==> config.mk <==
export PLATFORM = sky130hd
export DESIGN_NAME = dsp_fetch_sequencer
export DESIGN_NICKNAME = d
export VERILOG_FILES = /design/src/rtl/dsp_fetch_sequencer_pkg.sv /design/src/rtl/dsp_instr_buf.sv /design/src/rtl/dsp_fetch_sequencer.sv
export SDC_FILE = /design/constraint.sdc
export NUM_CORES = 1
export LEC_CHECK = 0
export ABC_CLOCK_PERIOD_IN_PS = 4700
export BUFFER_PORTS_ARGS = -buffer_cell sky130_fd_sc_hd__buf_2
export CAP_MARGIN = 10
export CORE_MARGIN = 4
export CORE_UTILIZATION = 45
export DETAILED_ROUTE_END_ITERATION = 10
export GPL_TIMING_DRIVEN = 0
export PLACE_DENSITY = 0.73
export SLEW_MARGIN = 5
export SYNTH_ARGS = -nofsm -noshare
export SYNTH_HDL_FRONTEND = slang
export SYNTH_SLANG_ARGS = --single-unit
export TNS_END_PERCENT = 30
==> constraint.sdc <==
create_clock -name clk -period 4.7 [get_ports clk]
set_clock_uncertainty 0.2 [all_clocks]
set_input_delay 0.47 -clock clk [delete_from_list [all_inputs] [get_ports clk]]
set_output_delay 0.47 -clock clk [all_outputs]
set_load 0.05 [all_outputs]
==> src/rtl/dsp_fetch_sequencer_pkg.sv <==
// ---------------------------------------------------------------------------
// Module : dsp_fetch_sequencer_pkg
// Brief  : Shared definitions for the DSP fetch sequencer.
// Rev    : 1.0
// ---------------------------------------------------------------------------
`default_nettype none

package dsp_fetch_sequencer_pkg;

    typedef enum logic [1:0] {
        FS_IDLE    = 2'd0,
        FS_FETCH   = 2'd1,
        FS_DISCARD = 2'd2,
        FS_HALT    = 2'd3
    } fetch_state_e;

    localparam logic [15:0] RESET_VEC_DEFAULT = 16'h0000;

endpackage

`default_nettype wire

==> src/rtl/dsp_instr_buf.sv <==
// ---------------------------------------------------------------------------
// Module : dsp_instr_buf
// Brief  : One-entry valid/ready instruction register with synchronous clear.
// Rev    : 1.0
// ---------------------------------------------------------------------------
`default_nettype none

module dsp_instr_buf #(
    parameter int ADDR_W  = 16,
    parameter int INSTR_W = 16
) (
    input  logic               clk,
    input  logic               rst_n,
    input  logic               clear_i,
    input  logic               load_i,
    input  logic [INSTR_W-1:0] data_i,
    input  logic [ADDR_W-1:0]  pc_i,
    input  logic               ready_i,
    output logic               valid_o,
    output logic [INSTR_W-1:0] data_o,
    output logic [ADDR_W-1:0]  pc_o
);

    logic               valid_q, valid_d;
    logic [INSTR_W-1:0] data_q, data_d;
    logic [ADDR_W-1:0]  pc_q, pc_d;

    // Clear beats load: a redirect discards the word arriving in the same cycle.
    always_comb begin
        valid_d = valid_q;
        data_d  = data_q;
        pc_d    = pc_q;
        if (clear_i) begin
            valid_d = 1'b0;
        end else if (load_i) begin
            valid_d = 1'b1;
            data_d  = data_i;
            pc_d    = pc_i;
        end else if (valid_q && ready_i) begin
            valid_d = 1'b0;
        end
    end

    always_ff @(posedge clk or negedge rst_n) begin
        if (!rst_n) begin
            valid_q <= 1'b0;
            data_q  <= '0;
            pc_q    <= '0;
        end else begin
            valid_q <= valid_d;
            data_q  <= data_d;
            pc_q    <= pc_d;
        end
    end

    assign valid_o = valid_q;
    assign data_o  = data_q;
    assign pc_o    = pc_q;

endmodule

`default_nettype wire

==> src/rtl/dsp_fetch_sequencer.sv <==
// ---------------------------------------------------------------------------
// Module : dsp_fetch_sequencer
// Brief  : PC sequencer and instruction-fetch controller with redirect/halt.
// Rev    : 1.0
// ---------------------------------------------------------------------------
`default_nettype none

module dsp_fetch_sequencer
    import dsp_fetch_sequencer_pkg::*;
#(
    parameter int                ADDR_W    = 16,
    parameter int                INSTR_W   = 16,
    parameter logic [ADDR_W-1:0] RESET_VEC = ADDR_W'(RESET_VEC_DEFAULT)
) (
    input  logic               clk,
    input  logic               rst_n,
    output logic               imem_req,
    output logic [ADDR_W-1:0]  imem_addr,
    input  logic               imem_ack,
    input  logic [INSTR_W-1:0] imem_data,
    output logic               instr_valid,
    input  logic               instr_ready,
    output logic [INSTR_W-1:0] instr,
    output logic [ADDR_W-1:0]  instr_pc,
    input  logic               jump_flag,
    input  logic [ADDR_W-1:0]  jump_addr,
    output logic               flush,
    input  logic               halt_req,
    input  logic               run,
    output logic               halted
);

    fetch_state_e      state_q, state_d;
    logic [ADDR_W-1:0] pc_q, pc_d;
    logic [ADDR_W-1:0] addr_q, addr_d;
    logic              busy_q, busy_d;
    logic              halt_pend_q, halt_pend_d;
    logic              flush_q, flush_d;
    logic              boot_q;

    logic start;
    logic buf_load;
    logic buf_clear;
    logic halt_now;
    logic buf_free;
    logic redirect;

    assign halt_now = halt_req | halt_pend_q;
    assign buf_free = ~instr_valid | instr_ready;
    assign redirect = jump_flag & (state_q != FS_IDLE);

    always_comb begin
        state_d     = state_q;
        pc_d        = pc_q;
        addr_d      = addr_q;
        busy_d      = busy_q;
        halt_pend_d = halt_pend_q;
        flush_d     = 1'b0;
        start       = 1'b0;
        buf_load    = 1'b0;
        buf_clear   = 1'b0;

        case (state_q)
            FS_IDLE: begin
                // boot_q stretches IDLE to one full cycle after reset release.
                if (boot_q) state_d = FS_FETCH;
            end
            FS_FETCH: begin
                start = ~busy_q & ~jump_flag & ~halt_now & buf_free;
                if (start) addr_d = pc_q;
                if (busy_q || start) begin
                    if (imem_ack) begin
                        busy_d  = 1'b0;
                        state_d = halt_now ? FS_HALT : FS_FETCH;
                        if (!jump_flag) begin
                            buf_load = 1'b1;
                            pc_d     = pc_q + 1'b1;
                        end
                    end else begin
                        busy_d      = 1'b1;
                        halt_pend_d = halt_now;
                        if (jump_flag) state_d = FS_DISCARD;
                    end
                end else if (halt_now) begin
                    state_d = FS_HALT;
                end
            end
            FS_DISCARD: begin
                if (imem_ack) begin
                    busy_d  = 1'b0;
                    state_d = halt_now ? FS_HALT : FS_FETCH;
                end else begin
                    halt_pend_d = halt_now;
                end
            end
            FS_HALT: begin
                if (run && !halt_req) state_d = FS_FETCH;
            end
            default: state_d = FS_IDLE;
        endcase

        if (state_d == FS_HALT) halt_pend_d = 1'b0;

        if (redirect) begin
            pc_d      = jump_addr;
            buf_clear = 1'b1;
            flush_d   = 1'b1;
        end
    end

    always_ff @(posedge clk or negedge rst_n) begin
        if (!rst_n) begin
            state_q     <= FS_IDLE;
            pc_q        <= RESET_VEC;
            addr_q      <= RESET_VEC;
            busy_q      <= 1'b0;
            halt_pend_q <= 1'b0;
            flush_q     <= 1'b0;
            boot_q      <= 1'b0;
        end else begin
            state_q     <= state_d;
            pc_q        <= pc_d;
            addr_q      <= addr_d;
            busy_q      <= busy_d;
            halt_pend_q <= halt_pend_d;
            flush_q     <= flush_d;
            boot_q      <= 1'b1;
        end
    end

    // While a request is in flight the latched address is presented, so
    // a redirect can move pc without disturbing the handshake.
    assign imem_req  = busy_q | start;
    assign imem_addr = busy_q ? addr_q : pc_q;
    assign flush     = flush_q;
    assign halted    = (state_q == FS_HALT);

    dsp_instr_buf #(
        .ADDR_W (ADDR_W),
        .INSTR_W(INSTR_W)
    ) u_buf (
        .clk    (clk),
        .rst_n  (rst_n),
        .clear_i(buf_clear),
        .load_i (buf_load),
        .data_i (imem_data),
        .pc_i   (imem_addr),
        .ready_i(instr_ready),
        .valid_o(instr_valid),
        .data_o (instr),
        .pc_o   (instr_pc)
    );

endmodule

`default_nettype wire
==> flow_summary.json <==
{
  "hp-class": "input port to register",
  "clk_path_buf_depth": 2,
  "ys_ff_latch": 71,
  "crit_required_ns": 4.03,
  "setup_viol": 0,
  "remaining_drc_errors": 0,
  "synth.distinct_cells": 40,
  "routed_wl_um": 7660,
  "whs_path_depth": 3,
  "drive_gt1_share_pct": 49.1,
  "final_util_pct": 57.5,
  "ir_worst_vdd_mv": 0.502,
  "drv_slew": 0,
  "yosysTopAreaCell": "dfrtp_1",
  "antenna_found_initial": 0,
  "dp.cells": 461,
  "clock_latency_ns": 0.35,
  "num_antenna_cells": 0,
  "rsz0062_at_grt": "false",
  "place.gp.congestion": 0.869,
  "grt_overflow": 0,
  "netlist_instances": 272,
  "cp_slowest_stage_delay_ns": 0.44,
  "p_leak_nw": 1.88,
  "status": "finished clean",
  "syn_nets": 312,
  "crit_top_cell": "buf_2",
  "final_cells": 478,
  "ys_warn_count": 0,
  "startpoint_type": "register",
  "total_power_mw": 3.36,
  "synth.avg_cell_area_um2": 12.2,
  "async_reset_ff_share_pct": 100,
  "num_rows": 31,
  "htreeDepth": 3,
  "synth_top_area_share_pct": 53.5,
  "worstPathArrival_ns": 2.25,
  "cts_resized": 0,
  "dp_slack_ns": 1.99,
  "core-area_mm2": 0.00721,
  "post-route-period-util_pct": 62.1,
  "post_drt_wl_per_cell_um": 16.0,
  "fmax_ghz": 0.343,
  "critical_path_buf_inv_count": 2,
  "min_period_ns": 2.92,
  "end_kind": "primary output",
  "fin_area_mm2": 0.00415,
  "synth_area_leaders": "dfrtp_1 54%, mux2_2 21%, a31oi_1 2.6%",
  "start_util_pct": 46.0,
  "io_pins": 91,
  "ys_seq_area_share_pct": 53.5,
  "crit_type": "register to primary output",
  "finalHoldWorstSlack_ns": 0.133,
  "synth_edf_count": 0,
  "min-delay-start": "jump_addr[1]",
  "cp_slowest_cell": "dfrtp_1",
  "grt_pass1_wl_um": 12600,
  "die_x_um": 93.9,
  "reg2regPathDepth": 5,
  "crit_chain": "nor3_4, nand4b_1, buf_2, nand2b_1, buf_2",
  "slew_headroom_pct": 52.3,
  "num_vias": 2557,
  "cts-root-buf": "clkbuf_8",
  "clk_pin_slew_ns": 0.08,
  "synth_area_mm2": 0.00332,
  "cts-buffers-inserted": 9,
  "synth_flop_cell": "dfrtp_1",
  "syn_to_final_growth_pct": 25.1,
  "post-cts-setup-buffers": 0,
  "drtAntennaViolNets": 0,
  "final-hold-violation-count": 0,
  "setup_slack_ns": 1.78,
  "worstMarginPinSlew_ns": 0.710,
  "r2r_end": "u_buf.pc_o[4]",
  "cts_tree": "yes",
  "io_buffers": 89,
  "tns_ns": 0,
  "p_per_area_mw_per_mm2": 809,
  "grt_max_degree": 57,
  "firstDrtPassIters": 4,
  "initialDrtViolationCount": 136,
  "cap_violations": 0,
  "fp.dieH_um": 93.9,
  "grt_pass1_vias": 2580,
  "rrSetupSlack_ns": 2.47,
  "fin_nets": 414,
  "cts_sinks": 71,
  "path_depth": 5,
  "reg2reg_from": "halt_pend_q",
  "via_per_inst": 5.35,
  "track_usage_pct": 18.4,
  "cp_top_family": "simple AND/OR/NAND/NOR gates",
  "whs_endpoint": "pc_q[1]",
  "dp.final_hpwl_um": 5570,
  "cp_max_fo": 10,
  "place_area_mm2": 0.00392,
  "dieArea_mm2": 0.00881
}
## cells by family after synthesis
kind of cell               after synthesis  share of synthesized area [%]
and+or+nand+nor                         63                           10.9
buffers and inverters                   20                           2.79
AOI/OAI and AO/OA                       48                           9.43
muxes                                   66                           22.3
DFF                                     71                           53.5
xor gates and xnor gates                 2                          0.528
other                                    1                          0.113
adders and majority gates                1                          0.377
## final cells by class
type / instances / area [um^2]
Inverter: 4 / 15.0
Clock inverter: 5 / 81.3
Timing Repair Buffer: 91 / 485
Clock buffer: 11 / 141
Sequential cell: 71 / 1780
Fill cell: 638 / 3060
Tap cell: 99 / 124
Buffer: 16 / 77.6
Multi-Input combinational cell: 181 / 1450
## timing repair
item,in CTS,in global routing
hold buffers,1,0
endpoints found under the hold margin,15,0
endpoints found under the setup margin,0,0
## sequential cells by signal, indices dropped and copies added, names as in the netlist
register / flops
u_buf.valid_o: 1
boot_q: 1
busy_q: 1
u_buf.data_o: 16
addr_q: 16
halt_pend_q: 1
flush: 1
u_buf.pc_o: 16
pc_q: 16
state_q: 2
## Yosys cell counts, types with 2 or more instances
cell and n:
a211oi_1 2, a21oi_1 4, a31oi_1 14, and4_1 2, buf_1 2, buf_2 8, buf_4 2, clkbuf_1 4
dfrtp_1 71, inv_1 3, mux2_2 63, mux2i_1 2, nand2_1 13, nand2b_1 4, nand3_1 2, nand4_1 5
nor2_1 16, o21ai_0 12, o22ai_1 2, o31ai_1 9, or3_1 5, or4_1 8, xor2_1 2
## tightest hold or removal path: stages
cell and delay (ns):
buf_2 0.07, nand2_1 0.03, o21ai_0 0.06
## how the worst max path moves through the flow
stage,startpoint,end,slack (ns)
CTS,halt_pend_q,imem_req,1.75
global placement,halt_req,imem_req,2.00
detailed placement,halt_req,imem_req,1.99
global route,halt_pend_q,imem_req,1.60
finish,halt_pend_q,imem_req,1.78
floorplan,jump_flag,imem_req,2.25
## cells in the final DEF, fill, tap and decap left out, types with 5 or more instances in the layout
cell type / synthesis / routed
buf_2: 8 / 96
or4_1: 8 / 8
dfrtp_1: 71 / 71
a31oi_1: 14 / 14
nand2_1: 13 / 13
o31ai_1: 9 / 9
clkbuf_1: 4 / 5
o21ai_0: 12 / 12
nor2_1: 16 / 16
clkbuf_8: 0 / 10
nand4_1: 5 / 5
or3_1: 5 / 5
mux2_2: 63 / 63
## report_power, final
group / switching, mW / total (mW) / leakage (nW) / internal [mW]
registers: 0.179 / 1.06 / 0.852 / 0.879
clock network: 0.230 / 0.543 / 0.110 / 0.313
logic: 1.24 / 1.76 / 0.922 / 0.521
total: 1.64 / 3.36 / 1.88 / 1.71
## routing by layer
layer  vias to the layer above  global-route usage (%)  routed length, um
li1                       1208                       -                  -
met1                      1247                    23.8               3360
met2                        83                    29.1               3700
met3                        19                    4.09                381
met4                         0                    9.15                211
met5                         -                       0                  0
Power figures use the tool's default switching activity.
